[config.mk]
export PLATFORM = sky130hd
export DESIGN_NAME = draw_sprite_anim
export DESIGN_NICKNAME = d
export VERILOG_FILES = /design/src/rtl/draw_sprite_anim.sv
export SDC_FILE = /design/constraint.sdc
export NUM_CORES = 1
export LEC_CHECK = 0
export ABC_AREA = 1
export ABC_CLOCK_PERIOD_IN_PS = 4200
export BUFFER_PORTS_ARGS = -buffer_cell sky130_fd_sc_hd__buf_2
export CORE_ASPECT_RATIO = 1.4
export CORE_UTILIZATION = 40
export DETAILED_ROUTE_END_ITERATION = 12
export GPL_ROUTABILITY_DRIVEN = 0
export GPL_TIMING_DRIVEN = 0
export PLACE_DENSITY_LB_ADDON = 0.15
export SLEW_MARGIN = 20
export SYNTH_ARGS = -nofsm -noshare
export SYNTH_HDL_FRONTEND = slang
export SYNTH_SLANG_ARGS = --single-unit
export TNS_END_PERCENT = 10
[constraint.sdc]
create_clock -name clk -period 4.2 [get_ports clk]
set_input_delay 0.63 -clock clk [delete_from_list [all_inputs] [get_ports clk]]
set_output_delay 0.63 -clock clk [all_outputs]
set_load 0.1 [all_outputs]
[src/rtl/draw_sprite_anim.sv]
// Animated sprite overlay for the VGA bus: scaled, mirrored, colour-keyed sprite drawn at (xpos,ypos),
// cycling through ANIM_FRAMES images stored back-to-back in an external ROM.
module draw_sprite_anim #(
  parameter int          SRC_W        = 16,
  parameter int          SRC_H        = 16,
  parameter int          SCALE_LOG2   = 1,
  parameter int          ANIM_FRAMES  = 4,
  parameter int          FRAME_PERIOD = 8,
  parameter int          ROM_LATENCY  = 1,
  parameter int          ADDR_W       = 14,
  parameter logic [11:0] KEY_COLOUR   = 12'hFFF,
  parameter int          VGA_BUS_SIZE = 36,
  localparam int         FI_W         = (ANIM_FRAMES > 1) ? $clog2(ANIM_FRAMES) : 1
) (
  input  logic                    clk,
  input  logic                    rst,
  input  logic                    module_en,
  input  logic                    mirror_x,
  input  logic                    mirror_y,
  input  logic                    anim_en,
  input  logic                    one_shot,
  input  logic                    anim_restart,
  input  logic [9:0]              xpos,
  input  logic [9:0]              ypos,
  input  logic [11:0]             rgb_pixel,
  input  logic [VGA_BUS_SIZE-1:0] vga_bus_in,
  output logic [VGA_BUS_SIZE-1:0] vga_bus_out,
  output logic [ADDR_W-1:0]       pixel_addr,
  output logic                    hit,
  output logic                    anim_done,
  output logic [FI_W-1:0]         frame_idx
);

  // Bus layout: {hcount[10:0], hsync, vcount[10:0], vsync, rgb[11:0]}
  localparam int HC_LO    = 25;
  localparam int VC_LO    = 13;
  localparam int VS_BIT   = 12;
  localparam int RX_W     = (SRC_W > 1) ? $clog2(SRC_W) : 1;
  localparam int RY_W     = (SRC_H > 1) ? $clog2(SRC_H) : 1;
  localparam int CNT_W    = (FRAME_PERIOD > 1) ? $clog2(FRAME_PERIOD) : 1;
  localparam int DISP_W   = SRC_W << SCALE_LOG2;
  localparam int DISP_H   = SRC_H << SCALE_LOG2;
  localparam int FRAME_SZ = SRC_W * SRC_H;

  typedef enum logic [1:0] {S_RUN, S_HOLD, S_DONE} state_t;

  logic [10:0]       hcount_p0, vcount_p0;
  logic              vsync_p0, tick_p0, in_p0;
  logic [11:0]       x_lo, x_hi, y_lo, y_hi, hc12, vc12, dx, dy;
  logic [RX_W-1:0]   rx;
  logic [RY_W-1:0]   ry;
  logic [ADDR_W-1:0] addr_p0;

  logic [VGA_BUS_SIZE-1:0] bus_pipe [ROM_LATENCY+1];
  logic                    in_pipe  [ROM_LATENCY+1];
  logic                    sel_out;

  state_t           state;
  logic [CNT_W-1:0] frame_cnt;
  logic             pending, vsync_prev;

  assign hcount_p0 = vga_bus_in[HC_LO +: 11];
  assign vcount_p0 = vga_bus_in[VC_LO +: 11];
  assign vsync_p0  = vga_bus_in[VS_BIT];
  assign tick_p0   = vsync_p0 & ~vsync_prev;

  // Stage p0: region test and ROM address; 12-bit sums clip at the screen edge instead of wrapping
  always_comb begin
    hc12  = {1'b0, hcount_p0};
    vc12  = {1'b0, vcount_p0};
    x_lo  = {2'b00, xpos};
    y_lo  = {2'b00, ypos};
    x_hi  = x_lo + 12'(DISP_W);
    y_hi  = y_lo + 12'(DISP_H);
    in_p0 = (hc12 >= x_lo) && (hc12 < x_hi) && (vc12 >= y_lo) && (vc12 < y_hi);
    dx    = hc12 - x_lo;
    dy    = vc12 - y_lo;
    rx    = RX_W'(dx >> SCALE_LOG2);
    ry    = RY_W'(dy >> SCALE_LOG2);
    if (mirror_x) rx = RX_W'(SRC_W - 1) - rx;
    if (mirror_y) ry = RY_W'(SRC_H - 1) - ry;
    addr_p0 = '0;
    if (in_p0)
      addr_p0 = ADDR_W'(FRAME_SZ) * ADDR_W'(frame_idx) + ADDR_W'(ry) * ADDR_W'(SRC_W) + ADDR_W'(rx);
  end

  assign sel_out = in_pipe[ROM_LATENCY] & module_en & (rgb_pixel != KEY_COLOUR);

  // Stage p1..pN: bus and region flag wait for ROM data, then the overlay output register
  always_ff @(posedge clk) begin
    if (rst) begin
      pixel_addr  <= '0;
      vga_bus_out <= '0;
      hit         <= 1'b0;
      for (int i = 0; i <= ROM_LATENCY; i++) begin
        bus_pipe[i] <= '0;
        in_pipe[i]  <= 1'b0;
      end
    end else begin
      pixel_addr  <= addr_p0;
      bus_pipe[0] <= vga_bus_in;
      in_pipe[0]  <= in_p0;
      for (int i = 1; i <= ROM_LATENCY; i++) begin
        bus_pipe[i] <= bus_pipe[i-1];
        in_pipe[i]  <= in_pipe[i-1];
      end
      vga_bus_out <= {bus_pipe[ROM_LATENCY][VGA_BUS_SIZE-1:12],
                      sel_out ? rgb_pixel : bus_pipe[ROM_LATENCY][11:0]};
      hit         <= sel_out;
    end
  end

  // Animation sequencer, stepped once per vsync rising edge; a pending restart wins over advancing
  always_ff @(posedge clk) begin
    if (rst) begin
      state      <= S_RUN;
      frame_idx  <= '0;
      frame_cnt  <= '0;
      anim_done  <= 1'b0;
      pending    <= 1'b0;
      vsync_prev <= 1'b0;
    end else begin
      vsync_prev <= vsync_p0;
      if (tick_p0 && (pending || anim_restart)) begin
        frame_idx <= '0;
        frame_cnt <= '0;
        anim_done <= 1'b0;
        pending   <= 1'b0;
        state     <= anim_en ? S_RUN : S_HOLD;
      end else begin
        if (anim_restart) pending <= 1'b1;
        case (state)
          S_RUN: begin
            if (!anim_en) begin
              state <= S_HOLD;
            end else if (tick_p0) begin
              if (frame_cnt == CNT_W'(FRAME_PERIOD - 1)) begin
                frame_cnt <= '0;
                if (frame_idx == FI_W'(ANIM_FRAMES - 1)) begin
                  if (one_shot) begin
                    state     <= S_DONE;
                    anim_done <= 1'b1;
                  end else begin
                    frame_idx <= '0;
                  end
                end else begin
                  frame_idx <= frame_idx + FI_W'(1);
                end
              end else begin
                frame_cnt <= frame_cnt + CNT_W'(1);
              end
            end
          end
          S_HOLD: if (anim_en) state <= S_RUN;
          default: state <= state;
        endcase
      end
    end
  end

endmodule

# --- After elaboration in Yosys (flattened, before gate mapping) ---
# Memory sizes are Yosys's and may differ from the RTL's.
# Index checks and enable logic that the tools add are counted.
classes:
  n_div: 0
  mux: 22
  reduce_logical: 13
  n_mul: 0
  add_sub_neg: 10
  eq_ne: 10
  shifts: 0
  bitwise: 9
  order_cmp: 4
ops:
  columns: ["cell", "count"]
  rows:
  - ["$mux W36", 2]
  - ["$add A10 B6 Y11 const B", 2]
  - ["$ge A11 B10 Y1", 2]
  - ["$lt A11 B11 Y1", 2]
  - ["$mux W2", 9]
  - ["$ne A4 B4 Y1 const B", 4]
  - ["$add A11 B4 Y12", 1]
  - ["$mux W12", 1]
  - ["$ne A12 B12 Y1 const B", 1]
  - ["$reduce_and A6 Y1", 2]
  - ["$add A10 B8 Y11", 1]
  - ["$sub A5 B5 Y5", 2]
  - ["$mux W4", 2]
  - ["$sub A4 B4 Y4 const A", 2]
  - ["$mux W1", 6]
  - ["$reduce_and A5 Y1", 1]
  - ["$logic_and A1 B1 Y1", 4]
  - ["$or A1 B1 Y1", 4]
  - ["$pmux W2 S2", 1]
  - ["$reduce_or A2 Y1", 2]
  - ["$add A3 B1 Y3 const B", 1]
  - ["$and A1 B1 Y1", 3]
  - ["$eq A3 B3 Y1 const B", 1]
  - ["$mux W3", 1]
  - ["other kinds (10)", 11]
totals:
  ff_bits: 61
  input_bits: 76
  wordCells: 79
  romBits: 0
  latch_bits: 0
  mem_count: 2
  output_inout_bits: 54
  ramBits: 74
memory_table:
  columns: ["name", "words", "word_bits", "rd", "rd_clocked_by_memory_dff", "write_ports", "line", "source"]
  rows:
  - ["bus_pipe", 2, 36, 2, 0, 2, "54", "logic [VGA_BUS_SIZE-1:0] bus_pipe [ROM_LATENCY+1];"]
  - ["in_pipe", 2, 1, 2, 0, 2, "55", "logic in_pipe [ROM_LATENCY+1];"]

# --- Depth between registers and ports, before layout ---
depth:
  word_depth: 7
  depth_mapped: 14
  depth_no_buf: 13

# --- Worst setup path after synthesis ---
# Ideal clock, no wire load.
synth_path:
  kind: "input -> register"
  start: "input port xpos[5]"
  end: "register pixel_addr[8]"
  arrival_ns: 2.036
  stages: 14
  path_buffers: 1
  slack_ns: 2.101
  path_cell_list: "ha_1 > nand3_1 > xor2_1 > ha_1 > nand2_1 > inv_1 > nand2_1 > inv_1 > nand2_1 > nand2_1 > nor2_4 > nand4_2 > buf_6 > nor2_2"
synth_via:
  elab_chain_len: 7
synth_lines:
  columns: ["item", "line", "source"]
  rows:
  - ["start, declared", "23", "input logic [9:0] xpos,"]
  - ["$add A10 B6 Y11", "73", "x_hi = x_lo + 12'(DISP_W);"]
  - ["$lt A11 B11 Y1", "75", "in_p0 = (hc12 >= x_lo) && (hc12 < x_hi) && (vc12 >= y_lo) && (vc12 < y_hi);"]
  - ["$logic_and A1 B1 Y1 * (3 in series)", "75", null]
  - ["$not A1 Y1 (no line) *", null, null]
  - ["$reduce_or A2 Y1 (no line) *", null, null]
  - ["end signal, assigned", "100", "pixel_addr <= addr_p0;"]
  - ["end, declared", "28", "output logic [ADDR_W-1:0] pixel_addr,"]
# Every way passes the cells marked *; elsewhere a longest branch is shown, timed or not.
# A chain may end at the register's enable or synchronous reset.

# --- Final worst setup path ---
layout_path:
  start: "input port ypos[5]"
  end: "register pixel_addr[4]"
layout_via:
  elab_chain_len: 5
layout_lines:
  columns: ["item", "line", "source"]
  rows:
  - ["start, declared", "24", "input logic [9:0] ypos,"]
  - ["$add A10 B6 Y11 or $ge A11 B10 Y1 (tied branches)", "74, 75", null]
  - ["$lt A11 B11 Y1 or $logic_and A1 B1 Y1 (tied branches)", "75", null]
  - ["$logic_and A1 B1 Y1 *", "75", null]
  - ["$not A1 Y1 (no line) *", null, null]
  - ["$reduce_or A2 Y1 (no line) *", null, null]
# Marked as above.

==> out/metrics.cfg <==
[global_route]
antenna_found_initial=0
grt_remaining_overflow=0
grt_pass1_wl_mm=17.17
track_usage=0.1653
grt_max_degree=17
grt_pass1_vias=3975

[floorplan]
die_h_um=137.8
pin_count=130
start_util=0.4091
num_rows=49
core_area_um2=12870
die_area_um2=13640
die_w_um=98.99

[logic_synthesis]
syn_inst=662
yosysTopAreaCellShare=0.4941
yosys-top-cells-area=dfxtp_1 49%, nor2_1 11%, inv_1 11%
syn_avg_cell_area_um2=7.957
yosysTopAreaCell=dfxtp_1
synth_cell_types=35
synth_warnings=0
synth_seq_cells=130
seq_area_frac_synth=0.4941
syn_area_um2=5268

[cells_and_area]
drive_gt1_frac=0.2299
multi_input_area_um2=1997
fin_nets=924
regArea_um2=2603
finish.utilization=0.5177
fill_cells=1304
diodes=0
area_growth_pct=26.53

[cts]
cts_inserted_buffers=17
cts_tree=done
clk_latency_ns=0.40
holdBufCountCts=0
clockBufferDepth=2
clk_pin_slew_ns=0.06
postCtsSetupBuffers=0
cts-root-buf=clkbuf_16
cts_resized=0
clock_sinks=130
htreeDepth=4

[setup_path]
cpMostUsedCell=nor2_2
cp.required_ns=4.49
cp-start-kind=input port
crit_path_cell_trace=buf_2, ha_1, nand3_1, xor2_1, ha_1, nand2_1, nor2_1, nand3_1, nor2_2, nor2_2, nand4_2, buf_6, nor2_2
end_kind=register
critical_path_arrival_ns=2.31
crit_family=simple AND/OR/NAND/NOR gates
crit_buf_inv=2
cp_max_fo=10
slowest_stage=ha_1
slowest_delay_ns=0.28
worstSetupPathType=in -> reg

[sta]
hold_viol_final=0
fin_setup_tns_ns=0
drv_slew=0
setup_viol=0
relSlewSlack=0.6486
finalCriticalPeriod_ns=2.019
tightest_slew_ns=0.5272
skew_ns=0.005050
max_freq_ghz=0.4952
post-route-period-util=0.4808
whs_ns=0.3990
grt_setup_unrepaired=no

[detailed_routing]
wirelength_mm=10.65
wl_per_cell_um=10.92
firstDrtPassIters=4
via_per_inst=4.331
route.detailed.drc=0
drtIter0Drc=71
antenna_left=0
vias=4223

[power_and_ir_drop]
p_per_area_nw_per_um2=467.2
ir_drop_uv=193.3
leakage_nw=3.542

[status]
outcome=finished, final reports clean

[placement]
io_buffer_count=125
dpl.hpwl_mm=8.524

[worst_hold_path]
hold_class=reg -> reg

[flow_run]
maxCapViolCount=0

[cells in the mapped netlist, drive strengths merged]
library cell,instances
nor2,167
inv,153
dfxtp,130
nand2,66
ha,37
o21ai,22
a21oi,16
nand3,16
buf,12
xnor2,11
xor2,9
clkbuf,7
nand4,6
fa,2
a21boi,1
a31oi,1
and3,1
clkinv,1
conb,1
nand3b,1
nor2b,1
nor3,1
[where the power goes]
part	switching (mW)	leakage, nW	internal, mW
clock network	0.521	0.270	0.872
logic	0.286	2.21	0.136
registers	0.0147	1.07	1.29
[stage by stage]
stage	power (mW)	cells	instance area, µm²	setup slack, ns
after detailed placement	1.753	943	6096	1.763
after CTS	3.159	975	6665	2.171
final	3.114	975	6665	2.181
after global placement	1.740	943	6096	1.753
after global routing	3.262	975	6665	2.025
after floorplan	1.638	665	5279	2.101
[flip-flops by register name, indices dropped and copies added (netlist names)]
| name | flops |
|---|---|
| pixel_addr | 10 |
| pending | 1 |
| vga_bus_out | 36 |
| anim_done | 1 |
| hit | 1 |
| frame_cnt | 3 |
| frame_idx | 2 |
| bus_pipe | 72 |
| state | 2 |
| in_pipe | 2 |
[area by class of cell]
type	instances	area share
Tap cell	153	0.02872
Clock buffer	19	0.06495
Timing Repair Buffer	125	0.09386
Sequential cell	130	0.3905
Multi-Input combinational cell	362	0.2996
Buffer	19	0.01502
Inverter	154	0.08692
Clock inverter	13	0.02046
[tightest hold or removal path, delay by kind of cell (launching register included)]
family,cells,cell delay (ns)
AND/OR/NAND/NOR,1,0.03
flip-flops,1,0.30
buffers and inverters,1,0.04
[final timing paths]
| check | startpoint | end | slack [ns] | cells past startpoint |
|---|---|---|---|---|
| max reg2reg | frame_cnt[0] | frame_idx[0] | 2.87 | 7 |
| max | ypos[5] | pixel_addr[4] | 2.18 | 13 |
| min reg2reg | bus_pipe[0][10] | bus_pipe[0][46] | 0.40 | 2 |
| min | bus_pipe[0][10] | bus_pipe[0][46] | 0.40 | 2 |
[routing by layer]
metal	wire length, µm	GRT usage	share of wire
met5	0	0	0
met4	153	0.07048	0.014
met3	573	0.05682	0.054
met2	5620	0.3092	0.53
met1	4299	0.1656	0.40
[cells by family after synthesis]
logic type	synth area share
compound gates	0.03943
simple gates	0.2081
xor+xnor	0.03325
other cells	0.0007119
buf+inv	0.1290
flops	0.4941
fa+ha+maj	0.09549
[cell usage in the layout, fill, tap and decap left out, types with 2 or more instances in the layout]
master,Yosys,routed
nor2_1,154,154
inv_1,151,151
dfxtp_1,130,130
buf_2,4,129
nand2_1,63,63
ha_1,37,37
o21ai_0,20,20
clkbuf_16,0,17
a21oi_1,15,15
nand3_1,14,14
xnor2_1,11,11
nor2_2,11,11
xor2_1,9,9
clkbuf_1,6,8
nand4_1,5,5
clkinv_2,1,5
buf_4,4,4
conb_1,1,4
clkinvlp_4,0,4
buf_1,3,3
nand2_2,2,2
nor2_4,2,2
nand3_2,2,2
inv_2,2,2
o21ai_1,2,2
fa_1,2,2
inv_6,0,2
bufinv_16,0,2
(Power assumes the default switching activity.)
